$ cat src/rtl/memctrl_line.sv
// Byte-serial RAM controller: data-port load/store and instruction line fill; MEMCTRL_RR_ARB_EN selects round-robin arbitration.
// Latency: k-byte read valid k+1 cycles after accept, store done k cycles after accept plus io_buffer_full stall cycles.
// Backpressure: io_buffer_full stalls store bytes, rdy_in low freezes everything, requests are taken only while idle.
module memctrl_line #(
  parameter int LINE_BYTES = 16,
  parameter int ADDR_W     = 32
) (
  input  logic                    clk_in,
  input  logic                    rst_in,
  input  logic                    rdy_in,
  input  logic                    flush_in,
  input  logic                    fetch_req,
  input  logic [ADDR_W-1:0]       fetch_addr,
  output logic                    fetch_valid,
  output logic [8*LINE_BYTES-1:0] line_data,
  input  logic                    ls_req,
  input  logic                    ls_store,
  input  logic [2:0]              ls_op,
  input  logic [ADDR_W-1:0]       ls_addr,
  input  logic [31:0]             ls_wdata,
  output logic                    ls_valid,
  output logic [31:0]             ls_rdata,
  output logic                    busy,
  input  logic                    io_buffer_full,
  output logic [ADDR_W-1:0]       ram_addr,
  output logic                    ram_wr,
  output logic [7:0]              ram_dout,
  input  logic [7:0]              ram_din
);

  localparam int IDX_W  = $clog2(LINE_BYTES + 2);
  localparam int LINE_W = 8 * LINE_BYTES;

  typedef enum logic [1:0] {IDLE, LOAD, STORE, FETCH} state_t;

  state_t            state_q, state_d;
  logic [IDX_W-1:0]  idx_q, idx_d, len, last, rx_idx;
  logic [ADDR_W-1:0] base_q, base_d;
  logic [2:0]        op_q, op_d;
  logic [31:0]       wdata_q, wdata_d;
  logic [LINE_W-1:0] rx_q, rx_next;
  logic [31:0]       load_ext;
  logic              ls_ok, fetch_ok, grant_ls, grant_fetch;
  logic              issuing, capture, rx_done;

  always_comb begin
    len = IDX_W'(4);
    if (state_q == FETCH) begin
      len = IDX_W'(LINE_BYTES);
    end else begin
      case (op_q[1:0])
        2'b00:   len = IDX_W'(1);
        2'b01:   len = IDX_W'(2);
        default: len = IDX_W'(4);
      endcase
    end
  end

  assign last = len + IDX_W'(1);

  // A flush cancels speculative work only; stores are already committed.
  assign ls_ok    = ls_req & (ls_store | ~flush_in);
  assign fetch_ok = fetch_req & ~flush_in;

`ifdef MEMCTRL_RR_ARB_EN
  logic rr_q;  // 1: fetch port wins the next conflict

  always_ff @(posedge clk_in or negedge rst_in) begin
    if (!rst_in) begin
      rr_q <= 1'b0;
    end else if (rdy_in && state_q == IDLE) begin
      if (grant_ls) begin
        rr_q <= 1'b1;
      end else if (grant_fetch) begin
        rr_q <= 1'b0;
      end
    end
  end

  assign grant_ls = ls_ok & ~(fetch_ok & rr_q);
`else
  assign grant_ls = ls_ok;
`endif
  assign grant_fetch = fetch_ok & ~grant_ls;

  always_comb begin
    state_d = state_q;
    idx_d   = idx_q;
    base_d  = base_q;
    op_d    = op_q;
    wdata_d = wdata_q;
    case (state_q)
      IDLE: begin
        idx_d = '0;
        if (grant_ls) begin
          state_d = ls_store ? STORE : LOAD;
          base_d  = ls_addr;
          op_d    = ls_op;
          wdata_d = ls_wdata;
        end else if (grant_fetch) begin
          state_d = FETCH;
          base_d  = fetch_addr & ~ADDR_W'(LINE_BYTES - 1);
        end
      end
      LOAD, FETCH: begin
        if (flush_in || idx_q == last) begin
          state_d = IDLE;
        end else begin
          idx_d = idx_q + IDX_W'(1);
        end
      end
      STORE: begin
        if (idx_q == len) begin
          state_d = IDLE;
        end else if (!io_buffer_full) begin
          idx_d = idx_q + IDX_W'(1);
        end
      end
      default: state_d = IDLE;
    endcase
  end

  always_ff @(posedge clk_in or negedge rst_in) begin
    if (!rst_in) begin
      state_q <= IDLE;
      idx_q   <= '0;
      base_q  <= '0;
      op_q    <= '0;
      wdata_q <= '0;
    end else if (rdy_in) begin
      state_q <= state_d;
      idx_q   <= idx_d;
      base_q  <= base_d;
      op_q    <= op_d;
      wdata_q <= wdata_d;
    end
  end

  // Address phase covers idx 0..k-1; reads then need one more cycle for the RAM data.
  assign issuing     = (state_q != IDLE) && (idx_q < len);
  assign ram_addr    = issuing ? base_q + ADDR_W'(idx_q) : '0;
  assign ram_wr      = issuing && (state_q == STORE) && !io_buffer_full && rdy_in;
  assign ram_dout    = (issuing && state_q == STORE) ? wdata_q[{idx_q[1:0], 3'b000} +: 8] : 8'h00;
  assign ls_valid    = rdy_in && (((state_q == LOAD) && (idx_q == last)) ||
                                  ((state_q == STORE) && (idx_q == len)));
  assign fetch_valid = rdy_in && (state_q == FETCH) && (idx_q == last);
  assign busy        = (state_q != IDLE);

  // ram_din in cycle i carries the byte addressed in cycle i-1.
  assign capture = ((state_q == LOAD) || (state_q == FETCH)) && (idx_q != '0) && (idx_q <= len);
  assign rx_idx  = idx_q - IDX_W'(1);
  assign rx_done = capture && (idx_q == len) && !flush_in;

  always_comb begin
    rx_next = rx_q;
    if (capture) begin
      rx_next[{rx_idx, 3'b000} +: 8] = ram_din;
    end
  end

  always_comb begin
    case (op_q)
      3'b000:  load_ext = {{24{rx_next[7]}}, rx_next[7:0]};
      3'b001:  load_ext = {{16{rx_next[15]}}, rx_next[15:0]};
      3'b100:  load_ext = {24'h0, rx_next[7:0]};
      3'b101:  load_ext = {16'h0, rx_next[15:0]};
      default: load_ext = rx_next[31:0];
    endcase
  end

  always_ff @(posedge clk_in or negedge rst_in) begin
    if (!rst_in) begin
      rx_q      <= '0;
      line_data <= '0;
      ls_rdata  <= '0;
    end else if (rdy_in) begin
      rx_q <= rx_next;
      if (rx_done && state_q == FETCH) begin
        line_data <= rx_next;
      end
      if (rx_done && state_q == LOAD) begin
        ls_rdata <= load_ext;
      end
    end
  end

endmodule

$ cat config.mk
export PLATFORM = sky130hd
export DESIGN_NAME = memctrl_line
export DESIGN_NICKNAME = d
export VERILOG_FILES = /design/src/rtl/memctrl_line.sv
export SDC_FILE = /design/constraint.sdc
export NUM_CORES = 1
export LEC_CHECK = 0
export CAP_MARGIN = 20
export CORE_ASPECT_RATIO = 0.8
export CORE_MARGIN = 5
export CORE_UTILIZATION = 57
export CTS_CLUSTER_SIZE = 16
export DETAILED_ROUTE_END_ITERATION = 16
export PLACE_DENSITY = 0.84
export SLEW_MARGIN = 10
export SYNTH_ARGS = -nofsm -noshare
export SYNTH_HDL_FRONTEND = slang
export SYNTH_SLANG_ARGS = --single-unit
export TNS_END_PERCENT = 1
$ cat constraint.sdc
create_clock -name clk_in -period 7.9 [get_ports clk_in]
set_clock_uncertainty 0.15 [all_clocks]
set_input_delay 1.185 -clock clk_in [delete_from_list [all_inputs] [get_ports clk_in]]
set_output_delay 1.185 -clock clk_in [all_outputs]
set_load 0.005 [all_outputs]
==> reports/qor.csv, run 1 <==
metric,value,unit
hold_path_end,line_data[67],
layout-drive-gt1-share,0.154,
run_status,completed,
antennaDiodeCount,0,
ys_dominant_reg_cell,sky130_fd_sc_hd__dfrtp_1,
gp_congestion,0.845,
path_class,reg2out,
maximum_clock_frequency,163,MHz
cts_htree_levels,2,
vdd_ir_drop_max,0.229,mV
grt_first_pass_wirelength,74900,um
power.share.switching,0.339,
final.period_utilization,0.775,
setup_viol,0,
grt_start_max_net_pins,153,
fillerInstances,2063,
synth-compound-area-share,0.0933,
instances_no_fill,2263,
tritoncts.num_buffers,38,
gr-total-overflow,0,
number_of_antenna_violations_at_the_first_check_in_global_routing,0,
design.core.area,30200,sq um
post_route_setup_slack,1.78,ns
chipHeight,166,um
ys_warn_count,0,
kind_of_end_point_of_the_critical_path,primary output,
number_of_synthesized_flops_with_an_enable_pin,0,
pwr-share-seq,0.363,
number_of_synthesized_register_bits,362,
muxShareOfSynthArea,0.203,
timing_hold_violations_final,0,
placement_rows,57,
pwrdens,302,nW/um^2
worst-endpoint-arrival,4.78,ns
most_frequent_standard_cell_in_the_layout_excluding_fill_and_tap_cells,sky130_fd_sc_hd__dfrtp_1,
mostFrequentLayoutCells,"362 x sky130_fd_sc_hd__dfrtp_1, 313 x sky130_fd_sc_hd__clkdlybuf4s50_1, 167 x sky130_fd_sc_hd__nand2_1",
post_route_ant_nets,0,
yosys.area_share.xor_xnor,0.0205,
route.detailed.vias_per_inst,5.70,
asyncSetResetFlopFracSynth,1.00,
placedInstanceArea,20700,sq um
r2r-end,ls_rdata[20],
synthesis.instances,1542,
max_cap_viol_count,0,
numPortBuffers,314,
via_count_of_the_first_global_routing_pass,13400,
drt_wl_total,46600,um
cts_resized,0,
detailedPlacementHpwl,32700,um
synth-simple-area-share,0.122,
synthesized_area_divided_by_synthesized_cell_count,11.2,sq um
fin_setup_tns,0,ns
worst_slew_margin_rel,0.288,
netlist_top_cells_area,"sky130_fd_sc_hd__dfrtp_1 52%, sky130_fd_sc_hd__mux2_2 10%, sky130_fd_sc_hd__mux2i_1 8.8%, sky130_fd_sc_hd__o21ai_0 4.0%, sky130_fd_sc_hd__nand2_1 3.6%",
layout-area-overhead-vs-synth,27.8,%
clkPwrFrac,0.283,
post_cts.repair.setup_buffers,0,
drt-pass1-iter-count,5,
worst_r2r_path_depth,11,
drt_iter0_drc,810,
rsz_0062_raised_after_global_routing,no,
synth_cell_types,66,
floorplan.die_area,34000,sq um
worst-path-max-fanout,30,
setup.reg_to_reg.worst_slack,2.94,ns
power.internal,4.43,mW
critical_path.reg2reg.startpoint,op_q[1],
switching_power,2.27,mW
utilization,0.734,
cts_hold_buf,0,
power.static_leakage,9.70,nW
hold_start,line_data[67],
combinational_family_with_the_most_area_after_synthesis,multiplexers,
synthesis.nets,1674,
synthDominantAreaCellType,sky130_fd_sc_hd__dfrtp_1,
pwr-share-comb,0.355,
finalCriticalPeriod,6.12,ns
die_w,205,um
clk_transition_reported_paths,0.06,ns
synth_fa_ha_area_frac,0.0127,
dp_slack,2.31,ns
effective_utilization_at_floorplan,0.574,
source_to_sink_clock_delay_at_the_later_pin_of_the_worst_skew_pair,0.53,ns
final_design_area_excluding_fillers,22200,sq um
setup.worst_path.start_class,register,
track_usage,0.274,
holdPathStages,2,
tritoncts,done,
via_count,12900,
nets,1953,
floorplan.io_pins,319,
slew_viol_final,0,
seq_area_frac_synth,0.523,
synth.top_cell.area_share,0.523,
timing.hold.worst.class,reg2reg,
worst-slew-pin-transition,1.06,ns
drt_drc_violations_left,0,
required,6.57,ns
clk_root_buffer_cell,sky130_fd_sc_hd__clkbuf_16,
syn_area,17300,sq um
clock_tree.buffer_depth,3,
placed_cells,2190,
route.detailed.wl_per_inst,20.6,um
cts.sink_count,362,
==> synthesized netlist by cell type (all sizes together) (2+ instances only) <==
cell	number
and3	38
nor2b	4
nand3	13
clkbuf	71
or3	3
a211oi	7
nor4b	3
xor2	12
a21o	5
nand3b	2
ha	16
nand4	6
a21boi	2
and4	3
mux4	8
a2111oi	3
mux2i	153
dfrtp	362
nor2	118
nand2b	23
o211ai	2
o22ai	2
a21oi	66
mux2	161
buf	19
nor3b	5
o41ai	2
o21ai	138
nor4	7
nand2	167
o22a	8
xnor2	26
o21bai	2
and2	33
or2	7
a22o	4
inv	16
nor3	11
==> area by class of cell <==
cell class / count / area, sq um / share of cell area
repair buffers: 329 / 3320 / 0.150
flip-flops and latches: 362 / 9060 / 0.409
well taps: 413 / 517 / 0.0233
clock buffers: 55 / 1110 / 0.0499
inverters: 16 / 60.1 / 0.00271
clock inverters: 14 / 224 / 0.0101
multi-input cells: 1074 / 7860 / 0.355
==> power groups by stage <==
stage / sequential (mW) / combinational [mW] / clock, mW
2_1_floorplan: 2.37 / 1.43 / 0
3_3_place_gp: 2.43 / 2.27 / 0
3_5_place_dp: 2.45 / 2.32 / 0
4_1_cts: 2.42 / 2.35 / 1.91
5_1_grt: 2.47 / 2.59 / 1.99
6_report: 2.43 / 2.37 / 1.89
==> flip-flops by register name, summed over array words and instances (netlist names) <==
| name | flops |
|---|---|
| op_q | 3 |
| line_data | 128 |
| state_q | 2 |
| wdata_q | 32 |
| base_q | 32 |
| rx_q | 128 |
| idx_q | 5 |
| ls_rdata | 32 |
==> critical path, stage by stage (launching register included) <==
cell and delay, ns:
sky130_fd_sc_hd__dfrtp_1 0.83, sky130_fd_sc_hd__a21boi_0 0.36, sky130_fd_sc_hd__inv_1 0.08, sky130_fd_sc_hd__ha_1 0.29
sky130_fd_sc_hd__a211o_1 0.29, sky130_fd_sc_hd__a221oi_4 0.67, sky130_fd_sc_hd__nand2_1 0.79, sky130_fd_sc_hd__a21oi_1 0.37
sky130_fd_sc_hd__clkdlybuf4s50_1 0.57
==> routing by layer <==
metal  up-vias  global-route usage  routed length [um]
li1       5947                   -                   -
met1      6363               0.361               18500
met2       489               0.457               22800
met3       101              0.0592                3770
met4         0              0.0856                1510
met5         -                   0                   0
==> cells by family after synthesis <==
logic type               Yosys count
buffers and inverters            106
flip-flops                       362
XOR/XNOR                          38
AO/OA/AOI/OAI                    251
AND/OR/NAND/NOR                  446
multiplexers                     322
adder cells (fa/ha/maj)           17
==> worst max-delay path by stage <==
stage / start / end / slack (ns)
final: op_q[1] / ram_addr[8] / 1.78
after global routing: op_q[1] / ram_addr[8] / 1.41
after CTS: op_q[1] / ram_addr[8] / 1.74
after detailed placement: op_q[1] / ram_addr[8] / 2.31
after global placement: op_q[1] / ram_addr[8] / 2.34
after floorplan: op_q[1] / ls_rdata[21] / 4.14
==> stage by stage <==
stage,hold WS [ns],power (mW)
detailed placement,0.321,4.78
global route,0.352,7.05
finish,0.327,6.69
floorplan,0.314,3.80
CTS,0.334,6.69
global placement,0.311,4.70
(Power assumes the default switching activity.)
==> run 2, diff against run 1 <==
CORE_UTILIZATION = 48   (was 57)
PLACE_DENSITY = 0.75   (was 0.84)
clock period = 5.29 ns   (was 7.9 ns; I/O delays follow)
==> reports/qor.csv, run 2 (same netlist as run 1, synthesis figures left out) <==
metric,value,unit
post_cts.repair.setup_buffers,0,
drt-pass1-iter-count,6,
setup_viol,0,
drt_drc_violations_left,0,
max_cap_viol_count,0,
clk_root_buffer_cell,sky130_fd_sc_hd__clkbuf_16,
maximum_clock_frequency,204,MHz
gp_congestion,0.817,
pwrdens,444,nW/um^2
grt_first_pass_wirelength,74700,um
vdd_ir_drop_max,0.249,mV
multiInputGateArea,7860,sq um
required,4.35,ns
most_frequent_standard_cell_in_the_layout_excluding_fill_and_tap_cells,sky130_fd_sc_hd__dfrtp_1,
timing.hold.worst.class,in2async,
worst-endpoint-arrival,3.96,ns
number_of_antenna_violations_at_the_first_check_in_global_routing,0,
layout-drive-gt1-share,0.158,
slew_viol_final,0,
worst-path-max-fanout,30,
nets,1961,
drt_wl_total,46400,um
path_class,reg2out,
floorplan.die_area,40000,sq um
cts_hold_buf,0,
ff_latch_area,9060,sq um
chipHeight,180,um
worst-slew-pin-transition,1.11,ns
route.detailed.vias_per_inst,5.50,
tritoncts.num_buffers,38,
final.period_utilization,0.926,
tritoncts,done,
placedInstanceArea,20900,sq um
rsz_0062_raised_after_global_routing,no,
effective_utilization_at_floorplan,0.485,
kind_of_end_point_of_the_critical_path,primary output,
route.detailed.wl_per_inst,19.9,um
top_regs,"line_data (128), rx_q (128)",
via_count_of_the_first_global_routing_pass,13300,
grt_start_max_net_pins,108,
floorplan.io_pins,319,
via_count,12800,
clk_transition_reported_paths,0.06,ns
post_route_ant_nets,0,
placement_rows,62,
layout-area-overhead-vs-synth,28.1,%
design.core.area,35800,sq um
setup.worst_path.start_class,register,
power.static_leakage,9.69,nW
detailedPlacementHpwl,33000,um
cts.sink_count,362,
numPortBuffers,314,
source_to_sink_clock_delay_at_the_later_pin_of_the_worst_skew_pair,0.53,ns
fillerInstances,2892,
antennaDiodeCount,0,
gr-total-overflow,0,
die_w,222,um
final_design_area_excluding_fillers,22200,sq um
track_usage,0.230,
finalCriticalPeriod,4.90,ns
worst_slew_margin_rel,0.260,
fin_setup_tns,0,ns
cts_htree_levels,2,
run_status,completed,
mostFrequentLayoutCells,"361 x sky130_fd_sc_hd__dfrtp_1, 313 x sky130_fd_sc_hd__clkdlybuf4s50_1, 167 x sky130_fd_sc_hd__nand2_1",
drt_iter0_drc,863,
timing_hold_violations_final,0,
totalPowerFinal,9.85,mW
clock_tree.buffer_depth,3,
-- run 2: changes by cell type in the layout (fill, tap and decap cells not counted), moves of 2 or more --
cell | previous run | this run
sky130_fd_sc_hd__buf_4 | 10 | 17
sky130_fd_sc_hd__clkinv_8 | 2 | 0
sky130_fd_sc_hd__bufinv_16 | 5 | 2
sky130_fd_sc_hd__buf_12 | 3 | 5
sky130_fd_sc_hd__clkbuf_1 | 9 | 7
sky130_fd_sc_hd__clkinv_2 | 6 | 9
-- run 2: repair_timing --
action | CTS | global route
resized for setup | 0 | 1
hold endpoints to repair | 0 | 0
setup endpoints to repair | 0 | 27
-- run 2: where the power goes --
group,leakage (nW),internal [mW],switching [mW]
clock,0.610,1.54,1.09
combinational,4.23,1.70,1.90
sequential,4.85,3.24,0.378
total,9.69,6.48,3.37
-- run 2: metrics by stage --
step	instances	worst slack [ns]	hold WS, ns	utilization
floorplan	1542	1.53	0.314	-
global placement	2266	0.598	0.311	0.585
detailed placement	2266	0.460	0.319	0.585
CTS	2332	0.171	0.105	0.619
global route	2335	0.156	0.118	0.621
finish	2335	0.390	0.0655	0.621
-- run 2: final timing paths --
path / start / end / slack [ns] / cells past startpoint
min in group clk_in: line_data[124] / line_data[124] / 0.33 / 2
worst max register to register: idx_q[0] / rx_q[47] / 0.75 / 9
worst min-delay path: rst_in / line_data[21] / 0.07 / 1
worst min register to register: line_data[124] / line_data[124] / 0.33 / 2
max in group asynchronous: rst_in / rx_q[57] / 3.77 / 2
worst max-delay path: op_q[1] / ram_addr[2] / 0.39 / 10
-- run 2: routing by layer --
metal / GRT usage / vias up / wire, um / share of wire
li1: - / 5978 / - / -
met1: 0.300 / 6396 / 19700 / 0.43
met2: 0.385 / 399 / 22200 / 0.48
met3: 0.0581 / 71 / 3250 / 0.070
met4: 0.0632 / 0 / 1200 / 0.026
met5: 0 / - / 0 / 0
-- run 2: critical path: stages, from the launching register on --
cell and delay [ns]:
sky130_fd_sc_hd__dfrtp_2 0.56, sky130_fd_sc_hd__nor2_1 0.63, sky130_fd_sc_hd__and2_1 0.25, sky130_fd_sc_hd__ha_1 0.15
sky130_fd_sc_hd__inv_1 0.06, sky130_fd_sc_hd__a221oi_4 0.42, sky130_fd_sc_hd__buf_4 0.26, sky130_fd_sc_hd__nand2_1 0.08
sky130_fd_sc_hd__buf_4 0.24, sky130_fd_sc_hd__nor2_1 0.22, sky130_fd_sc_hd__clkdlybuf4s50_1 0.54
-- run 2: layout make-up --
type | count | area share
clock buffers | 52 | 0.0489
clock inverters | 14 | 0.00637
inverters | 16 | 0.00271
multi-input cells | 1074 | 0.354
flip-flops and latches | 362 | 0.408
well taps | 480 | 0.0271
repair buffers | 337 | 0.153
==> run 3, diff against run 2 <==
CORE_UTILIZATION = 30   (was 48)
PLACE_DENSITY = 0.51   (was 0.75)
TNS_END_PERCENT = 5   (was 1)
==> reports/qor.csv, run 3 (same netlist as run 1, synthesis figures left out) <==
metric,value,unit
layout-area-overhead-vs-synth,31.7,%
design.core.area,56900,sq um
met3_usage,0.0462,
slew_viol_final,0,
grt_start_max_net_pins,257,
fin_setup_tns,0,ns
rsz_0062_raised_after_global_routing,no,
placement_rows,78,
chipHeight,225,um
switching_power,3.50,mW
drt_wl_total,51400,um
via_count,12400,
grt_first_pass_wirelength,78800,um
worst-slew-pin-transition,1.09,ns
floorplan.io_pins,319,
drt_iter0_drc,560,
layout-drive-gt1-share,0.164,
grt_busiest_layer,met2,
timing.hold.worst.class,in2async,
clk_root_buffer_cell,sky130_fd_sc_hd__clkbuf_16,
power.static_leakage,9.83,nW
cell_family_contributing_the_most_delay_on_the_critical_path,simple AND/OR/NAND/NOR gates,
top_regs,"line_data (128), rx_q (128)",
grtUsageMet2,0.262,
cts.sink_count,362,
clkPwrFrac,0.298,
utilization,0.401,
required,4.35,ns
source_to_sink_clock_delay_at_the_later_pin_of_the_worst_skew_pair,0.55,ns
most_frequent_standard_cell_in_the_layout_excluding_fill_and_tap_cells,sky130_fd_sc_hd__dfrtp_1,
tritoncts.num_buffers,43,
floorplan.die_area,62700,sq um
worst-path-max-fanout,14,
ordered_list_of_cells_on_the_worst_path,ha_1 > fa_1 > a21oi_1 > o21bai_1 > a21oi_1 > buf_4 > nor4b_1 > nand3_1 > xnor2_1 > nor2_1 > clkdlybuf4s50_1,
fillerInstances,5487,
pwr-share-comb,0.352,
timing_hold_violations_final,0,
run_status,completed,
cts_hold_buf,0,
setup_viol,0,
final.period_utilization,0.938,
die_w,279,um
path_class,reg2out,
cp_num_buf_inv,2,
vdd_ir_drop_max,0.256,mV
clk_transition_reported_paths,0.06,ns
maximum_clock_frequency,202,MHz
gp_congestion,0.788,
post_route_setup_slack,0.327,ns
detailedPlacementHpwl,36000,um
cts_htree_levels,2,
power.internal,6.82,mW
drt-pass1-iter-count,4,
tritoncts,done,
kind_of_end_point_of_the_critical_path,primary output,
finalCriticalPeriod,4.96,ns
effective_utilization_at_floorplan,0.305,
crit_path_max_incr_delay,0.74,ns
gr-total-overflow,0,
route.detailed.vias_per_inst,4.72,
cts_resized,0,
post_route_ant_nets,0,
drt_drc_violations_left,0,
nets,1969,
global_route.usage.met1,0.214,
pwr-share-seq,0.350,
max_cap_viol_count,0,
mostFrequentLayoutCells,"362 x sky130_fd_sc_hd__dfrtp_1, 313 x sky130_fd_sc_hd__clkdlybuf4s50_1, 167 x sky130_fd_sc_hd__nand2_1",
post_cts.repair.setup_buffers,0,
worst_slew_margin_rel,0.272,
pwrdens,452,nW/um^2
clock_tree.buffer_depth,3,
numPortBuffers,314,
route.detailed.wl_per_inst,19.5,um
worst_path_max_delay_cell,sky130_fd_sc_hd__nor4b_1,
setup.worst_path.start_class,register,
via_count_of_the_first_global_routing_pass,13000,
power.share.switching,0.339,
track_usage,0.160,
critical_path.most_common_cell,sky130_fd_sc_hd__a21oi_1,
worst-endpoint-arrival,4.02,ns
number_of_antenna_violations_at_the_first_check_in_global_routing,2,
dp_slack,0.866,ns
run 3: cell count changes in the layout (fill, tap and decap cells not counted), moves of 2 or more:
| cell | delta |
|---|---|
| sky130_fd_sc_hd__clkbuf_8 | +6 |
| sky130_fd_sc_hd__clkbuf_16 | +5 |
| sky130_fd_sc_hd__buf_4 | +3 |
| sky130_fd_sc_hd__bufinv_16 | +2 |
run 3: worst paths after layout:
check,cells past startpoint,endpoint,slack (ns),from
setup / recovery,11,ram_addr[30],0.33,idx_q[0]
hold / removal,1,ls_rdata[7],0.19,rst_in
setup reg to reg,9,rx_q[44],0.88,idx_q[0]
hold reg to reg,2,line_data[121],0.32,line_data[121]
max in group asynchronous,2,base_q[5],3.56,rst_in
min in group clk_in,2,line_data[121],0.32,line_data[121]
run 3: power by group through the flow:
stage	logic, mW	registers, mW	clock network [mW]
floorplan	2.14	3.54	0
global placement	3.61	3.64	0
detailed placement	3.66	3.67	0
CTS	3.69	3.62	3.20
global route	3.99	3.68	3.30
finish	3.64	3.61	3.07
run 3: cell type report:
class                           count  area [sq um]  share of cell area
Tap cell                          760           951              0.0417
Sequential cell                   362          9060               0.397
Clock buffer                       61          1270              0.0559
Clock inverter                     16           200             0.00877
Antenna cell                        1          2.50            0.000110
Multi-Input combinational cell   1074          7860               0.345
Inverter                           16          60.1             0.00263
Timing Repair Buffer              340          3410               0.150
run 3: stage by stage:
| stage | hold WS (ns) | cell area (sq um) | std cells | total power [mW] |
|---|---|---|---|---|
| 2_1_floorplan | 0.314 | 17300 | 1542 | 5.67 |
| 6_report | 0.193 | 22800 | 2630 | 10.3 |
| 3_5_place_dp | 0.321 | 21300 | 2549 | 7.33 |
| 3_3_place_gp | 0.313 | 21300 | 2548 | 7.26 |
| 4_1_cts | 0.199 | 22800 | 2626 | 10.5 |
| 5_1_grt | 0.247 | 22800 | 2629 | 11.0 |
run 3: per-layer routing:
| layer | wire length (um) | share of wire |
|---|---|---|
| met2 | 23800 | 0.46 |
| met4 | 787 | 0.015 |
| met1 | 23300 | 0.45 |
| met3 | 3440 | 0.067 |
| met5 | 13 | 0.00025 |
